**src/rtl/overflow_range_buffer_pkg.sv**
```systemverilog
// Shared types and constants for the heap-overflow range buffer and its producer.
// The 32-bit range struct and default depth are common with the overflow tracker.
package overflow_range_buffer_pkg;

    localparam int BOF_RANGE_DEPTH = 8;
    localparam int BOF_ADDR_W      = 32;

    typedef struct packed {
        logic [BOF_ADDR_W-1:0] first;
        logic [BOF_ADDR_W-1:0] last;
        logic                  valid;
    } bof_range_t;

    // Outcome of a write strobe in the current cycle.
    typedef enum logic [1:0] {
        WR_IDLE,
        WR_DROP,
        WR_ACCEPT
    } wr_action_e;

    function automatic logic [7:0] sat_inc8(input logic [7:0] v);
        return (v == 8'hFF) ? v : v + 8'd1;
    endfunction

endpackage

```
**src/rtl/overflow_range_buffer_if.sv**
```systemverilog
// Signal bundle between the overflow tracker / load-check path and the range buffer.
// Write strobe has no handshake: every cycle en_write_i is high is one write attempt.
interface overflow_range_buffer_if #(
    parameter int DEPTH  = 8,
    parameter int ADDR_W = 32
);
    localparam int IDX_W = $clog2(DEPTH);

    logic              clear_i;
    logic              en_write_i;
    logic [ADDR_W-1:0] addr_first_i;
    logic [ADDR_W-1:0] addr_last_i;
    logic [ADDR_W-1:0] find_addr_i;
    logic              addr_in_range_o;
    logic [IDX_W-1:0]  hit_idx_o;
    logic [IDX_W-1:0]  rd_idx_i;
    logic [ADDR_W-1:0] rd_first_o;
    logic [ADDR_W-1:0] rd_last_o;
    logic              rd_valid_o;
    logic [IDX_W:0]    count_o;
    logic              full_o;
    logic              wrapped_o;
    logic [7:0]        drop_cnt_o;

    modport master (
        output clear_i, en_write_i, addr_first_i, addr_last_i, find_addr_i, rd_idx_i,
        input  addr_in_range_o, hit_idx_o, rd_first_o, rd_last_o, rd_valid_o,
               count_o, full_o, wrapped_o, drop_cnt_o
    );

    modport slave (
        input  clear_i, en_write_i, addr_first_i, addr_last_i, find_addr_i, rd_idx_i,
        output addr_in_range_o, hit_idx_o, rd_first_o, rd_last_o, rd_valid_o,
               count_o, full_o, wrapped_o, drop_cnt_o
    );

endinterface

```
**src/rtl/overflow_range_buffer_match.sv**
```systemverilog
// Single-entry range comparator: unsigned, inclusive at both ends, gated by valid.
module bof_range_match #(
    parameter int ADDR_W = 32
) (
    input  logic [ADDR_W-1:0] i_first,
    input  logic [ADDR_W-1:0] i_last,
    input  logic              i_valid,
    input  logic [ADDR_W-1:0] i_addr,
    output logic              o_match
);

    assign o_match = i_valid && (i_addr >= i_first) && (i_addr <= i_last);

endmodule

```
**src/rtl/overflow_range_buffer.sv**
```systemverilog
// Circular store of overflow address ranges with a zero-latency "address in any range" lookup.
// Oldest-first eviction once full; rejected writes are counted in a saturating drop counter.
module overflow_range_buffer
    import overflow_range_buffer_pkg::*;
#(
    parameter int DEPTH  = BOF_RANGE_DEPTH,
    parameter int ADDR_W = BOF_ADDR_W
) (
    input  logic                   clk_i,
    input  logic                   rst_ni,
    overflow_range_buffer_if.slave bus
);

    localparam int IDX_W = $clog2(DEPTH);
    localparam logic [IDX_W:0] FULL_CNT = (IDX_W+1)'(DEPTH);

    typedef struct packed {
        logic [ADDR_W-1:0] first;
        logic [ADDR_W-1:0] last;
        logic              valid;
    } entry_t;

    entry_t           r_entry [DEPTH];
    logic [IDX_W-1:0] r_wptr;
    logic [IDX_W:0]   r_count;
    logic             r_wrapped;
    logic [7:0]       r_drop_cnt;

    wr_action_e       w_action;
    logic [IDX_W-1:0] w_prev_idx;
    entry_t           w_prev;
    logic [DEPTH-1:0] w_match;
    logic [IDX_W-1:0] w_hit_idx;
    entry_t           w_rd;

    // The most recent write sits just behind the write pointer; pointer math wraps mod DEPTH.
    assign w_prev_idx = r_wptr - IDX_W'(1);
    assign w_prev     = r_entry[w_prev_idx];

    always_comb begin
        w_action = WR_IDLE;
        if (bus.en_write_i) begin
            if (bus.addr_first_i > bus.addr_last_i) begin
                w_action = WR_DROP;
            end else if (w_prev.valid &&
                         (w_prev.first == bus.addr_first_i) &&
                         (w_prev.last  == bus.addr_last_i)) begin
                w_action = WR_DROP;
            end else begin
                w_action = WR_ACCEPT;
            end
        end
    end

    // Clear has priority over a same-cycle write; the lost write is not a drop.
    always_ff @(posedge clk_i or negedge rst_ni) begin
        if (!rst_ni) begin
            for (int i = 0; i < DEPTH; i++) begin
                r_entry[i] <= '0;
            end
            r_wptr     <= '0;
            r_count    <= '0;
            r_wrapped  <= 1'b0;
            r_drop_cnt <= '0;
        end else if (bus.clear_i) begin
            for (int i = 0; i < DEPTH; i++) begin
                r_entry[i] <= '0;
            end
            r_wptr     <= '0;
            r_count    <= '0;
            r_wrapped  <= 1'b0;
            r_drop_cnt <= '0;
        end else begin
            case (w_action)
                WR_DROP: begin
                    r_drop_cnt <= sat_inc8(r_drop_cnt);
                end
                WR_ACCEPT: begin
                    r_entry[r_wptr].first <= bus.addr_first_i;
                    r_entry[r_wptr].last  <= bus.addr_last_i;
                    r_entry[r_wptr].valid <= 1'b1;
                    r_wptr                <= r_wptr + IDX_W'(1);
                    if (r_entry[r_wptr].valid) begin
                        r_wrapped <= 1'b1;
                    end else begin
                        r_count <= r_count + (IDX_W+1)'(1);
                    end
                end
                default: begin
                end
            endcase
        end
    end

    for (genvar g = 0; g < DEPTH; g++) begin : g_match
        bof_range_match #(
            .ADDR_W (ADDR_W)
        ) u_match (
            .i_first (r_entry[g].first),
            .i_last  (r_entry[g].last),
            .i_valid (r_entry[g].valid),
            .i_addr  (bus.find_addr_i),
            .o_match (w_match[g])
        );
    end

    // Scan from the top so the lowest matching index is the one left standing.
    always_comb begin
        w_hit_idx = '0;
        for (int i = DEPTH - 1; i >= 0; i--) begin
            if (w_match[i]) begin
                w_hit_idx = IDX_W'(i);
            end
        end
    end

    assign w_rd = r_entry[bus.rd_idx_i];

    assign bus.addr_in_range_o = |w_match;
    assign bus.hit_idx_o       = w_hit_idx;
    assign bus.rd_valid_o      = w_rd.valid;
    assign bus.rd_first_o      = w_rd.valid ? w_rd.first : '0;
    assign bus.rd_last_o       = w_rd.valid ? w_rd.last  : '0;
    assign bus.count_o         = r_count;
    assign bus.full_o          = (r_count == FULL_CNT);
    assign bus.wrapped_o       = r_wrapped;
    assign bus.drop_cnt_o      = r_drop_cnt;

endmodule

```
**src/flat_wrapper.sv**
```systemverilog
// flat-port wrapper written by rule: the top's interface ports become plain ports
module overflow_range_buffer_flat import overflow_range_buffer_pkg::*;
#(
    parameter int DEPTH  = BOF_RANGE_DEPTH,
    parameter int ADDR_W = BOF_ADDR_W
)
  (clk_i, rst_ni, bus_clear_i, bus_en_write_i, bus_addr_first_i, bus_addr_last_i, bus_find_addr_i, bus_rd_idx_i, bus_addr_in_range_o, bus_hit_idx_o, bus_rd_first_o, bus_rd_last_o, bus_rd_valid_o, bus_count_o, bus_full_o, bus_wrapped_o, bus_drop_cnt_o);
  overflow_range_buffer_if #(.DEPTH(DEPTH), .ADDR_W(ADDR_W)) bus_i ();
  input  logic clk_i;
  input  logic rst_ni;
  input wire logic [$bits(bus_i.clear_i)-1:0] bus_clear_i;
  input wire logic [$bits(bus_i.en_write_i)-1:0] bus_en_write_i;
  input wire logic [$bits(bus_i.addr_first_i)-1:0] bus_addr_first_i;
  input wire logic [$bits(bus_i.addr_last_i)-1:0] bus_addr_last_i;
  input wire logic [$bits(bus_i.find_addr_i)-1:0] bus_find_addr_i;
  input wire logic [$bits(bus_i.rd_idx_i)-1:0] bus_rd_idx_i;
  output wire logic [$bits(bus_i.addr_in_range_o)-1:0] bus_addr_in_range_o;
  output wire logic [$bits(bus_i.hit_idx_o)-1:0] bus_hit_idx_o;
  output wire logic [$bits(bus_i.rd_first_o)-1:0] bus_rd_first_o;
  output wire logic [$bits(bus_i.rd_last_o)-1:0] bus_rd_last_o;
  output wire logic [$bits(bus_i.rd_valid_o)-1:0] bus_rd_valid_o;
  output wire logic [$bits(bus_i.count_o)-1:0] bus_count_o;
  output wire logic [$bits(bus_i.full_o)-1:0] bus_full_o;
  output wire logic [$bits(bus_i.wrapped_o)-1:0] bus_wrapped_o;
  output wire logic [$bits(bus_i.drop_cnt_o)-1:0] bus_drop_cnt_o;
  assign bus_i.clear_i = bus_clear_i;
  assign bus_i.en_write_i = bus_en_write_i;
  assign bus_i.addr_first_i = bus_addr_first_i;
  assign bus_i.addr_last_i = bus_addr_last_i;
  assign bus_i.find_addr_i = bus_find_addr_i;
  assign bus_i.rd_idx_i = bus_rd_idx_i;
  assign bus_addr_in_range_o = bus_i.addr_in_range_o;
  assign bus_hit_idx_o = bus_i.hit_idx_o;
  assign bus_rd_first_o = bus_i.rd_first_o;
  assign bus_rd_last_o = bus_i.rd_last_o;
  assign bus_rd_valid_o = bus_i.rd_valid_o;
  assign bus_count_o = bus_i.count_o;
  assign bus_full_o = bus_i.full_o;
  assign bus_wrapped_o = bus_i.wrapped_o;
  assign bus_drop_cnt_o = bus_i.drop_cnt_o;
  overflow_range_buffer #(.DEPTH(DEPTH), .ADDR_W(ADDR_W)) u_core (.clk_i(clk_i), .rst_ni(rst_ni), .bus(bus_i));
endmodule
```
**config.mk**
```make
export PLATFORM = sky130hd
export DESIGN_NAME = overflow_range_buffer_flat
export DESIGN_NICKNAME = d
export VERILOG_FILES = /design/src/rtl/overflow_range_buffer_pkg.sv /design/src/rtl/overflow_range_buffer_if.sv /design/src/rtl/overflow_range_buffer_match.sv /design/src/rtl/overflow_range_buffer.sv /design/src/flat_wrapper.sv
export SDC_FILE = /design/constraint.sdc
export NUM_CORES = 2
export LEC_CHECK = 0
export CAP_MARGIN = 20
export CORE_AREA = 2 2 306 248
export CTS_CLUSTER_SIZE = 14
export DETAILED_ROUTE_END_ITERATION = 12
export DIE_AREA = 0 0 308 250
export PLACE_DENSITY = 0.79
export SYNTH_ARGS = -nofsm -noshare
export SYNTH_HDL_FRONTEND = slang
export SYNTH_SLANG_ARGS = --single-unit
```
**constraint.sdc**
```tcl
create_clock -name clk_i -period 10.8 [get_ports clk_i]
set_clock_uncertainty 0.15 [all_clocks]
set_input_delay 2.16 -clock clk_i [delete_from_list [all_inputs] [get_ports clk_i]]
set_output_delay 2.16 -clock clk_i [all_outputs]
set_load 0.02 [all_outputs]
```
==> impl_metrics.yaml <==
run_status:
  status: "finished clean"
floorplan:
  dieHeight_microns: 250
  dieArea_sq_mm: 0.0770
  num_rows: 90
  io_pins: 186
  core_sq_mm: 0.0743
  die_width_microns: 308
  initial_utilization: 0.593
worst_setup_path:
  worstPathMaxFanout: 9
  crit_start: "bus_find_addr_i[14]"
  worstReg2RegStart: "u_core.r_wptr[0]"
  crit_path_end_kind: "output port"
  cp-start-kind: "input port"
  cpPeakStageDelay_ns: 1.09
  rr_endpoint: "u_core.r_entry[329]"
  rr_worst_depth: 14
  crit_path_top_delay_cell: "sky130_fd_sc_hd__clkdlybuf4s50_1"
  worstPathArrival_ns: 7.46
  critPathKind: "in -> out"
  critical_path.most_common_cell: "sky130_fd_sc_hd__clkdlybuf4s50_1"
  rrSetupSlack_ns: 3.19
  worst_path_cell_trace: "clkdlybuf4s50_1 -> buf_4 -> ha_1 -> a21o_1 -> a211oi_1 -> o2111ai_1 -> a21oi_1 -> o221ai_1 -> and3b_1 -> nand2b_1 -> nor3b_1 -> nor2_1 -> clkdlybuf4s50_1"
  critPathCapture: "bus_hit_idx_o[2]"
  worst_ep_required_time_ns: 8.49
cells_and_area:
  final_core_util: 0.655
  drive_gt1_frac: 0.101
  seq_area_sq_mm: 0.0134
  area_growth_pct: 10.5
  fill_cell_instance_count_of_the_final_layout: 5884
  multi_input_area_sq_mm: 0.0272
  nets: 5034
  final_cell_area_sq_mm: 0.0487
  fin_cells: 5405
global_routing:
  globalRoute.totalOverflow: 0
  grt_pass1_wl_mm: 262
  maximum_number_of_pins_on_one_net_before_global_route_repair: 149
  grt_antenna_before_repair: 14
  grtUsageTotal: 0.470
  first_global_vias: 37684
synth:
  postSynthNetCount: 4975
  asyncSetResetFlopFracSynth: 1.00
  netlist_top_cells_count: "sky130_fd_sc_hd__inv_1 (560), sky130_fd_sc_hd__ha_1 (549), sky130_fd_sc_hd__dfrtp_1 (536), sky130_fd_sc_hd__nor2_1 (411), sky130_fd_sc_hd__mux2i_1 (386)"
  count_of_flip_flops_with_a_built_in_enable_after_synthesis: 0
  synth_cell_type_count: 76
  synth_seq_area_share: 0.304
  dominantRegCellSynth: "sky130_fd_sc_hd__dfrtp_1"
  synth.ff_latch_count: 536
  synth_largest_type_area_fraction: 0.304
  synth_top_cells_by_area: "sky130_fd_sc_hd__dfrtp_1 (30%), sky130_fd_sc_hd__ha_1 (16%), sky130_fd_sc_hd__mux4_2 (12%)"
  syn_inst: 4323
  synth_area_per_cell_sq_um: 10.2
  synth.largest_area_cell: "sky130_fd_sc_hd__dfrtp_1"
  yosysMostFrequentCell: "sky130_fd_sc_hd__inv_1"
  ys_warn_count: 0
  synth.cell_area_sq_mm: 0.0441
routing:
  num_vias: 38772
  route.detailed.vias_per_inst: 7.17
  routedWlPerCell_microns: 33.4
  route.top_layer_used: "met5"
  first_iter_violations: 5775
  route.antenna.remaining_nets: 0
  detail_route.drc_violations: 0
  detail_route.wirelength.met1_mm: 67.7
  total_length_of_routed_met3_wires_mm: 32.3
  finalWirelength_mm: 181
  met2_wirelength_mm: 69.7
  detail_route.first_pass.iterations: 7
sta:
  rsz0062_at_grt: "no"
  finalHoldViolCount: 0
  setup-tns-final_ns: 0
  setup_violators_final: 0
  hold_ws_ns: 0.387
  timing.final.crit_share: 0.905
  max_clock_freq_ghz: 0.102
  relSlewSlack: 0.223
  layout_min_cycle_time_ns: 9.77
  worstMarginPinSlew_ns: 1.16
  final_report_max_slew_violation_count: 0
clock_network:
  tritoncts: "yes"
  cts_setup_buffers: 0
  clkSinkCount: 536
  ctsRootBufferMaster: "sky130_fd_sc_hd__clkbuf_16"
  cts.repair.resized: 0
  clk-insertion-delay-late_ns: 0.68
  cts-root-to-sink-buffers: 3
  cts.reportedPaths.clkPinSlew_ns: 0.06
  holdBufCountCts: 0
  numCtsBuffers: 59
  htree_levels: 2
placement:
  place.detailed.hpwl_mm: 131
  dp_cells: 5286
  gp_congestion: 1.13
  port-buffer-count: 185
  detailed_place.area_sq_mm: 0.0465
power_and_ir_drop:
  irDropWorstVdd_v: 0.000128
  pwr_density_cell_mw_per_mm2: 114
  power.leakage_nw: 22.2
worst_hold_path:
  worstHoldPathType: "reg -> reg"
job:
  max_cap_violations: 0
==> through the flow <==
step	power [mW]	setup slack (ns)
6_report	5.56	1.03
4_1_cts	5.50	1.35
5_1_grt	5.69	1.02
3_3_place_gp	3.24	1.42
3_5_place_dp	3.26	1.37
2_1_floorplan	2.80	4.01
==> worst min-delay path by stage <==
| stage | endpoint | slack, ns | cells past startpoint | from |
|---|---|---|---|---|
| 4_1_cts | u_core.bus.wrapped_o | 0.39 | 1 | u_core.bus.wrapped_o |
| 3_3_place_gp | u_core.bus.wrapped_o | 0.37 | 1 | u_core.bus.wrapped_o |
| 6_report | u_core.bus.wrapped_o | 0.39 | 1 | u_core.bus.wrapped_o |
| 5_1_grt | u_core.r_entry[380] | 0.40 | 1 | u_core.r_entry[380] |
| 2_1_floorplan | u_core.r_entry[195] | 0.34 | 1 | u_core.r_entry[195] |
| 3_5_place_dp | u_core.bus.wrapped_o | 0.36 | 1 | u_core.bus.wrapped_o |
==> cells by family (layout without fill, tap and decap cells) <==
kind of cell             Yosys count  count (layout)  share of synthesized area
flip-flops                       536             536                      0.304
multiplexers                     631             631                      0.211
other                              0               8                          0
AO/OA/AOI/OAI                    866             866                      0.144
buffers and inverters            832             940                     0.0816
XOR/XNOR                          90              90                     0.0179
AND/OR/NAND/NOR                  819             819                     0.0849
adder cells (fa/ha/maj)          549             549                      0.156
==> layer usage <==
| metal | vias to the layer above | global-route usage |
|---|---|---|
| met1 | 19071 | 0.631 |
| met5 | - | 0.00503 |
| met3 | 588 | 0.240 |
| met4 | 16 | 0.244 |
| li1 | 15879 | - |
| met2 | 3218 | 0.610 |
==> critical path: cells and delay by family <==
kind            cells  cell delay (ns)
simple gates        4             1.21
fa+ha+maj           1             0.27
compound gates      5             1.80
buf+inv             3             2.00
==> cell usage in the layout, fill, tap and decap left out, types with 12 or more instances in the layout <==
cell type and n:
sky130_fd_sc_hd__o21ai_0 110, sky130_fd_sc_hd__a21o_1 118, sky130_fd_sc_hd__nand3_1 53, sky130_fd_sc_hd__nor2b_1 26, sky130_fd_sc_hd__clkdlybuf4s50_1 180, sky130_fd_sc_hd__nand2b_1 21, sky130_fd_sc_hd__a21oi_1 145, sky130_fd_sc_hd__nand2_1 106
sky130_fd_sc_hd__a211oi_1 33, sky130_fd_sc_hd__o22ai_1 14, sky130_fd_sc_hd__o211ai_1 24, sky130_fd_sc_hd__or3_1 12, sky130_fd_sc_hd__xor2_1 25, sky130_fd_sc_hd__buf_12 12, sky130_fd_sc_hd__inv_1 560, sky130_fd_sc_hd__o21a_1 25
sky130_fd_sc_hd__mux4_2 232, sky130_fd_sc_hd__a31oi_1 16, sky130_fd_sc_hd__nor3_1 39, sky130_fd_sc_hd__nor4_1 20, sky130_fd_sc_hd__a22o_1 258, sky130_fd_sc_hd__xnor2_1 63, sky130_fd_sc_hd__ha_1 548, sky130_fd_sc_hd__a2111oi_0 16
sky130_fd_sc_hd__mux2i_1 385, sky130_fd_sc_hd__nand4_1 82, sky130_fd_sc_hd__and3_1 16, sky130_fd_sc_hd__clkbuf_16 61, sky130_fd_sc_hd__nor2_1 411, sky130_fd_sc_hd__buf_4 71, sky130_fd_sc_hd__o2111ai_1 17, sky130_fd_sc_hd__a221oi_1 14
sky130_fd_sc_hd__dfrtp_1 535
==> layout make-up <==
cell class                      count  area share
Inverter                          562      0.0433
Clock buffer                       83      0.0353
Tap cell                          966      0.0248
Clock inverter                     27     0.00810
Multi-Input combinational cell   2955       0.558
Timing Repair Buffer              268      0.0546
Sequential cell                   536       0.276
Antenna cell                        8    0.000411
==> registers in the layout, summed over array words and instances, names as in the netlist <==
name	count
u_core.r_entry	520
u_core.bus.drop_cnt_o	8
u_core.bus.count_o	4
u_core.r_wptr	3
u_core.bus.wrapped_o	1
==> power breakdown <==
part           total, mW  leakage (nW)  internal [mW]  switching (mW)
sequential          2.10          7.45           2.04          0.0563
clock               2.28          1.03           1.32           0.953
combinational       1.19          13.7          0.419           0.770
total               5.56          22.2           3.78            1.78
No activity file was read; power rests on OpenSTA's default activity.
